`src/rtl/bitrev_read_stream.sv`:
```
// Bit-reverse read stream: tags bank read data with frame index/sop/eop and buffers it in a small ready/valid FIFO.
// Optional sticky overflow flag built only when BITREV_OVF_DET_EN is defined.
module bitrev_read_stream #(
  parameter int DWIDTH     = 32,
  parameter int FIFO_DEPTH = 4
) (
  input  logic              clk,
  input  logic              reset,
  input  logic [10:0]       i_point,
  input  logic              i_rvalid,
  input  logic              i_bank_sel,
  input  logic [DWIDTH-1:0] i_rdata0,
  input  logic [DWIDTH-1:0] i_rdata1,
  output logic [DWIDTH-1:0] o_data,
  output logic              o_valid,
  input  logic              i_ready,
  output logic              o_sop,
  output logic              o_eop,
  output logic [9:0]        o_index,
  output logic              o_overflow
);

  localparam int AW = (FIFO_DEPTH > 1) ? $clog2(FIFO_DEPTH) : 1;
  localparam logic [AW:0] FULL_CNT = (AW+1)'(FIFO_DEPTH);

  typedef struct packed {
    logic              sop;
    logic              eop;
    logic [9:0]        index;
    logic [DWIDTH-1:0] data;
  } entry_t;

  entry_t        mem [FIFO_DEPTH];
  logic [AW-1:0] wr_ptr;
  logic [AW-1:0] rd_ptr;
  logic [AW:0]   count;
  logic [9:0]    idx;
  logic [10:0]   frame_len;

  logic          full;
  logic          empty;
  logic          pop;
  logic          push;
  logic [10:0]   cur_len;
  logic          cap_eop;
  entry_t        cap_entry;
  entry_t        head;

  // A frame's length is taken from i_point at its first sample, so index 0 uses the live value.
  always_comb begin
    full      = (count == FULL_CNT);
    empty     = (count == '0);
    pop       = !empty && i_ready;
    push      = i_rvalid && (!full || pop);
    cur_len   = (idx == '0) ? i_point : frame_len;
    cap_eop   = ({1'b0, idx} == (cur_len - 11'd1));
    cap_entry.sop   = (idx == '0);
    cap_entry.eop   = cap_eop;
    cap_entry.index = idx;
    cap_entry.data  = i_bank_sel ? i_rdata1 : i_rdata0;
  end

  // Index counter advances on every captured sample, dropped or not, to keep framing intact.
  always_ff @(posedge clk) begin
    if (reset) begin
      idx       <= '0;
      frame_len <= 11'd1024;
    end else if (i_rvalid) begin
      if (idx == '0)
        frame_len <= i_point;
      idx <= cap_eop ? '0 : idx + 10'd1;
    end
  end

  always_ff @(posedge clk) begin
    if (push)
      mem[wr_ptr] <= cap_entry;
  end

  always_ff @(posedge clk) begin
    if (reset) begin
      wr_ptr <= '0;
      rd_ptr <= '0;
      count  <= '0;
    end else begin
      if (push)
        wr_ptr <= wr_ptr + AW'(1);
      if (pop)
        rd_ptr <= rd_ptr + AW'(1);
      case ({push, pop})
        2'b10:   count <= count + (AW+1)'(1);
        2'b01:   count <= count - (AW+1)'(1);
        default: count <= count;
      endcase
    end
  end

  // Head fields are gated so an empty FIFO presents all-zero outputs.
  always_comb begin
    head    = mem[rd_ptr];
    o_valid = !empty;
    o_data  = '0;
    o_sop   = 1'b0;
    o_eop   = 1'b0;
    o_index = '0;
    if (!empty) begin
      o_data  = head.data;
      o_sop   = head.sop;
      o_eop   = head.eop;
      o_index = head.index;
    end
  end

`ifdef BITREV_OVF_DET_EN
  logic ovf_q;
  always_ff @(posedge clk) begin
    if (reset)
      ovf_q <= 1'b0;
    else if (i_rvalid && full && !pop)
      ovf_q <= 1'b1;
  end
  assign o_overflow = ovf_q;
`else
  assign o_overflow = 1'b0;
`endif

endmodule

```
`config.mk`:
```
export PLATFORM = sky130hd
export DESIGN_NAME = bitrev_read_stream
export DESIGN_NICKNAME = d
export VERILOG_FILES = /design/src/rtl/bitrev_read_stream.sv
export SDC_FILE = /design/constraint.sdc
export NUM_CORES = 1
export LEC_CHECK = 0
export CAP_MARGIN = 20
export CORE_MARGIN = 2
export CORE_UTILIZATION = 50
export DETAILED_ROUTE_END_ITERATION = 8
export MAX_ROUTING_LAYER = met4
export PLACE_DENSITY = 0.77
export SYNTH_ARGS = -nofsm -noshare
export SYNTH_HDL_FRONTEND = slang
export SYNTH_SLANG_ARGS = --single-unit
```
`constraint.sdc`:
```
create_clock -name clk -period 3.8 [get_ports clk]
set_input_delay 0.38 -clock clk [delete_from_list [all_inputs] [get_ports clk]]
set_output_delay 0.38 -clock clk [all_outputs]
set_load 0.03 [all_outputs]
```
# ---- Word level (Yosys, flattened, before mapping)
# Memories as Yosys holds them, arrays and structs flattened. A register that Yosys moved wholly into a read port is not among the register bits.
# Index checks and enable logic that the tools add are counted.
dict set report op_classes {
  addsub 6
  n_eq_ne 4
  n_mux 12
  reduce_logical 8
}
# operator n
set op_table {}
lappend op_table {{32-bit two-way mux} 2}
lappend op_table {{10-bit two-way mux} 2}
lappend op_table {{10-bit by 11-bit == test with 1-bit output} 1}
lappend op_table {{11-bit two-way mux} 1}
lappend op_table {{11-bit by 1-bit subtractor with 11-bit output (second input constant)} 1}
lappend op_table {{10-bit by 1-bit adder with 10-bit output (second input constant)} 1}
lappend op_table {{10-bit zero test} 1}
lappend op_table {{3-bit one-hot mux with 2 select lines} 1}
lappend op_table {{2-bit by 1-bit adder with 2-bit output (second input constant)} 2}
lappend op_table {{1-bit two-way mux} 4}
lappend op_table {{2-bit two-way mux} 2}
lappend op_table {{3-bit by 1-bit adder with 3-bit output (second input constant)} 1}
lappend op_table {{3-bit == test (second input constant)} 1}
lappend op_table {{3-bit zero test} 1}
lappend op_table {{3-bit by 1-bit subtractor with 3-bit output (second input constant)} 1}
lappend op_table {{2-bit by 1-bit == test with 1-bit output (second input constant)} 1}
lappend op_table {{2-bit == test (second input constant)} 1}
lappend op_table {{1-bit logical AND} 2}
lappend op_table {{1-bit zero test} 2}
lappend op_table {{2-bit nonzero test} 1}
lappend op_table {{1-bit logical OR} 1}
dict set report word_totals {
  reg_bits 28
  mem_bits_rw 176
  input_bits 80
  output_inout_bits 46
  elab_cells 36
  n_memories 1
}
# memory words word_bits read_ports rd_clocked_by_memory_dff wr line
set mem_list {}
lappend mem_list {mem 4 44 1 1 1 33} ;# entry_t mem [FIFO_DEPTH];

# ---- Depth between registers and ports, before layout
dict set report logic_depth {
  word_depth 7
  ltp_mapped 16
  depth_no_buf 14
}

# ---- Worst setup path before layout
# Ideal clock, no wire load.
dict set report synth_timing {
  path_type {register to register}
  from {register idx[0]}
  to {memory mem[0][42] (netlist bit) (data pin)}
  setup_time_ps 205
  arrival_time_ps 3466
  required_ps 3595
  setup_slack_ps 129
  stages_incl_launch_ff 17
  n_path_buf 2
  synth_period_minus_slack_ps 3671
  path_cell_list {dfxtp_1 > clkbuf_1 > inv_1 > ha_1 > nor4b_4 > nand3_2 > inv_1 > buf_2 > mux2i_1 > ha_1 > nor3b_1 > xor2_1 > mux2i_1 > a31oi_1 > a31o_2 > or2_1 > nor4b_2}
}
# item line
set synth_rtl {}
lappend synth_rtl {{from (decl)} 37} ;# logic [9:0] idx;
lappend synth_rtl {{from (signal assigned)} 71} ;# idx <= cap_eop ? '0 : idx + 10'd1;
lappend synth_rtl {{to (decl)} 33}

# ---- Worst setup path in the final report
dict set report layout_timing {
  from {register idx[1]}
  to {register idx[3]}
}
dict set report layout_between {
  elab_chain_cells 5
  word_cells_on_any_way 6
  cone_classes {add/sub (2); eq/ne (1); mux (2); reduce/logical (1)}
}
# item line
set layout_lines {}
lappend layout_lines {{10-bit zero test} 55} ;# cur_len = (idx == '0) ? i_point : frame_len;
lappend layout_lines {{11-bit two-way mux} n/a}
lappend layout_lines {{11-bit by 1-bit subtractor with 11-bit output} 56} ;# cap_eop = ({1'b0, idx} == (cur_len - 11'd1));
lappend layout_lines {{10-bit by 11-bit == test with 1-bit output} 56}
lappend layout_lines {{10-bit two-way mux *} 71}
# Every way passes the cells marked *; elsewhere a longest branch is shown, timed or not.
# A chain may end at the register's enable or synchronous reset.

==> results_dict.tcl <==
set metrics [dict create \
    outcome "finished, violations left" \
    violations "DRC" \
    io_buffers 124 \
    yosys.area_share.adder_pct 1.162 \
    finalCriticalPeriod_ns 3.480 \
    routed.top_layer "met4" \
    synth_xor_area_share_pct 1.797 \
    relSlewSlack_pct 60.47 \
    p_per_area_nw_per_um2 527.7 \
    fin_crit_sh_pct 91.58 \
    synth-edff-count 176 \
    vias_per_cell 5.718 \
    ys_ff_latch 206 \
    first_pass_iters 9 \
    drive_above_1_share_pct 20.92 \
    io_pins 126 \
    setup_viol 0 \
    antenna_found_initial 0 \
    fin_ws_ns 0.3198 \
    row_count 49 \
    insertion_delay_ns 0.49 \
    vdd_drop_max_mv 0.3964 \
    synth_ff_type "edfxtp_1" \
    dpl.hpwl_mm 13.21 \
    grt_util_all_layers_pct 20.69 \
    synthCells 605 \
    netlist_area_um2 9261 \
    hp-class "register to register" \
    tightest_slew_ns 0.5902 \
    clkTransAtPathRegs_ns 0.06 \
    htreeDepth 1 \
    fillers 1305 \
    gp_congestion 0.9336 \
    netlist_top_cells_area "edfxtp_1 57%, mux4_2 11%, dfxtp_1 6.5%" \
    initial_utilization_pct 51.21 \
    p_leak_nw 3.923 \
    grt_pass1_wl_mm 31.08 \
    post-place-ws_ns 0.2190 \
    fin_area_um2 11650 \
    avgRoutedWirePerCell_um 20.01 \
    place_area_um2 10910 \
    synth_top_family_by_area "multiplexers" \
    cts-root-buf "clkbuf_16" \
    wl_met3_um 977 \
    fmax_ghz 0.2873 \
    hold_violations 0 \
    die_w_um 140.1 \
    drt_first_iter_violations 331 \
    synthDistinctLibCells 61 \
    synth_top_area_share_pct 57.07 \
    clockBufferDepth 3 \
    grt_pass1_vias 5716 \
    syn_nets 693 \
    wl_mm 19.79 \
    grt-ovfl-total 0 \
    synth_area_leader_cell "edfxtp_1" \
    synth_compound_area_share_pct 4.634 \
    fp.dieH_um 140.1 \
    yosysWarnings 0 \
    vias 5655 \
    arrival_ns 3.84 \
    critPathMaxFanout 8 \
    syn2layout_area_growth_pct 25.75 \
    wl_met2_mm 10.07 \
    maxSlewViolCount 0 \
    critPathKind "register to register" \
    grt_max_degree 48 \
    cap_viol_max_count 0 \
    diodes 0 \
    ys_seq_area_share_pct 63.55 \
    syn_avg_cell_area_um2 15.31 \
    yosys.area_share.simple_pct 10.67 \
    finClkSkew_ns 0.01456 \
    nets 833 \
    crit_required_ns 4.16 \
    end_kind "register" \
    core_area_um2 18090 \
    cts.sinks 206 \
    wl_met1_mm 8.455 \
    synthArstFlopShare_pct 0 \
    cts_buffers 21 \
    synthMuxAreaShare_pct 15.70 \
    antenna_left 0 \
    ctsHoldBuffers 0 \
    die-area_um2 19630 \
    drcViolationCount 16 \
    critPathLaunchType "register" \
    cts_tree "done" \
]
-- timing repair --
| action | in CTS | in global routing |
|---|---|---|
| endpoints found under the hold margin | 0 | 0 |
| buffers inserted | 0 | 1 |
| resized for setup | 0 | 3 |
| endpoints found under the setup margin | 0 | 12 |
-- cells by family after synthesis --
family,count (synthesis)
DFF,206
AOI/OAI and AO/OA,64
buffers and inverters,55
and+or+nand+nor,166
xor gates and xnor gates,19
other,1
adders and majority gates,8
muxes,86
-- Yosys cell counts (2+ instances only) --
master,count
mux4_2,44
buf_1,6
nor2_1,15
nor3_1,16
ha_1,7
edfxtp_1,176
xnor2_1,5
mux2i_1,8
clkbuf_1,27
a2111oi_0,2
xor2_1,14
nand4_1,9
a31oi_1,5
nand2_1,29
nor3b_1,2
o31ai_1,3
nand2b_1,3
buf_4,2
nor2b_1,5
or4_1,6
mux2_2,34
nand3_1,6
o21ai_0,12
nor4_4,2
inv_1,14
a21oi_1,16
a31o_2,2
o311a_1,2
dfxtp_1,30
and3_1,4
a211oi_1,7
nand3b_1,4
nor4_1,3
and2_1,48
a311oi_1,2
or3_1,6
o32ai_1,2
buf_2,4
-- registers in the layout, summed over array words and instances, names as in the netlist, named ones only --
name	cells
mem	176
rd_ptr	2
idx	10
count	3
wr_ptr	2
frame_len	11
-- power by group --
part	total, mW	internal (mW)	switching (mW)
combinational	1.39	0.663	0.723
clock	2.06	1.27	0.792
sequential	2.70	2.61	0.0905
-- through the flow --
step	setup TNS (ns)	std cells	power, mW	utilization, %	hold slack, ns
3_5_place_dp	0	949	4.141	60.33	0.4981
6_report	0	989	6.146	64.39	0.5100
5_1_grt	-0.2095	989	6.386	64.39	0.5288
2_1_floorplan	0	605	3.594	-	0.4548
4_1_cts	0	987	6.211	64.21	0.5094
3_3_place_gp	0	949	4.110	60.33	0.4873
-- cell type report --
class	instances	area, um2	share of cell area [%]
clock buffer	30	579.3	4.974
clock inverter	8	121.4	1.042
inverter	15	56.30	0.4835
multi-input combinational	344	3166	27.18
sequential	206	5891	50.58
tap	229	286.5	2.460
timing repair buffer	157	1546	13.28
-- per-layer routing --
| metal | vias to the layer above | GRT usage (%) |
|---|---|---|
| li1 | 2622 | - |
| met1 | 2856 | 26.75 |
| met2 | 151 | 35.36 |
| met3 | 26 | 3.214 |
| met4 | 0 | 4.040 |
| met5 | - | - |
-- worst max-delay path, stage by stage, from the launching register on --
cell	delay [ns]
dfxtp_1	0.31
inv_1	0.09
ha_1	0.18
nor4b_4	0.24
nand3_2	0.11
inv_1	0.15
mux2i_1	0.26
ha_1	0.32
xnor2_1	0.11
or3_1	0.39
a2111oi_1	0.40
nand4_1	0.22
nor4_4	0.31
buf_4	0.20
nor3_1	0.07
-- cells in the final DEF (no fill, tap or decap), types with 3 or more instances in the layout --
cell type / synthesis / routed
a31oi_1: 5 / 5
o31ai_1: 3 / 3
ha_1: 7 / 7
buf_12: 0 / 4
and3_1: 4 / 4
nand3b_1: 4 / 4
nor2b_1: 5 / 5
bufinv_16: 0 / 3
nor3_1: 16 / 16
a21oi_1: 16 / 16
nand4_1: 9 / 9
mux4_2: 44 / 44
nor2_1: 15 / 15
xnor2_1: 5 / 5
clkbuf_1: 27 / 7
nor4_1: 3 / 3
nand2b_1: 3 / 3
clkbuf_16: 0 / 21
clkdlybuf4s50_1: 0 / 124
buf_4: 2 / 28
mux2i_1: 8 / 8
xor2_1: 14 / 14
o21ai_0: 12 / 12
dfxtp_1: 30 / 28
edfxtp_1: 176 / 176
and2_1: 48 / 44
a211oi_1: 7 / 7
or4_1: 6 / 6
nand2_1: 29 / 29
mux2_2: 34 / 34
or3_1: 6 / 6
inv_1: 14 / 14
nand3_1: 6 / 6
and2_2: 0 / 4
-- path summary, 6_finish.rpt --
path            startpoint       endpoint  slack, ns  depth (start not counted)
max                 idx[1]         idx[3]       0.32                         14
min          frame_len[10]  frame_len[10]       0.51                          2
max reg2reg         idx[1]         idx[3]       0.32                         14
min reg2reg  frame_len[10]  frame_len[10]       0.51                          2
Power figures use the tool's default switching activity.
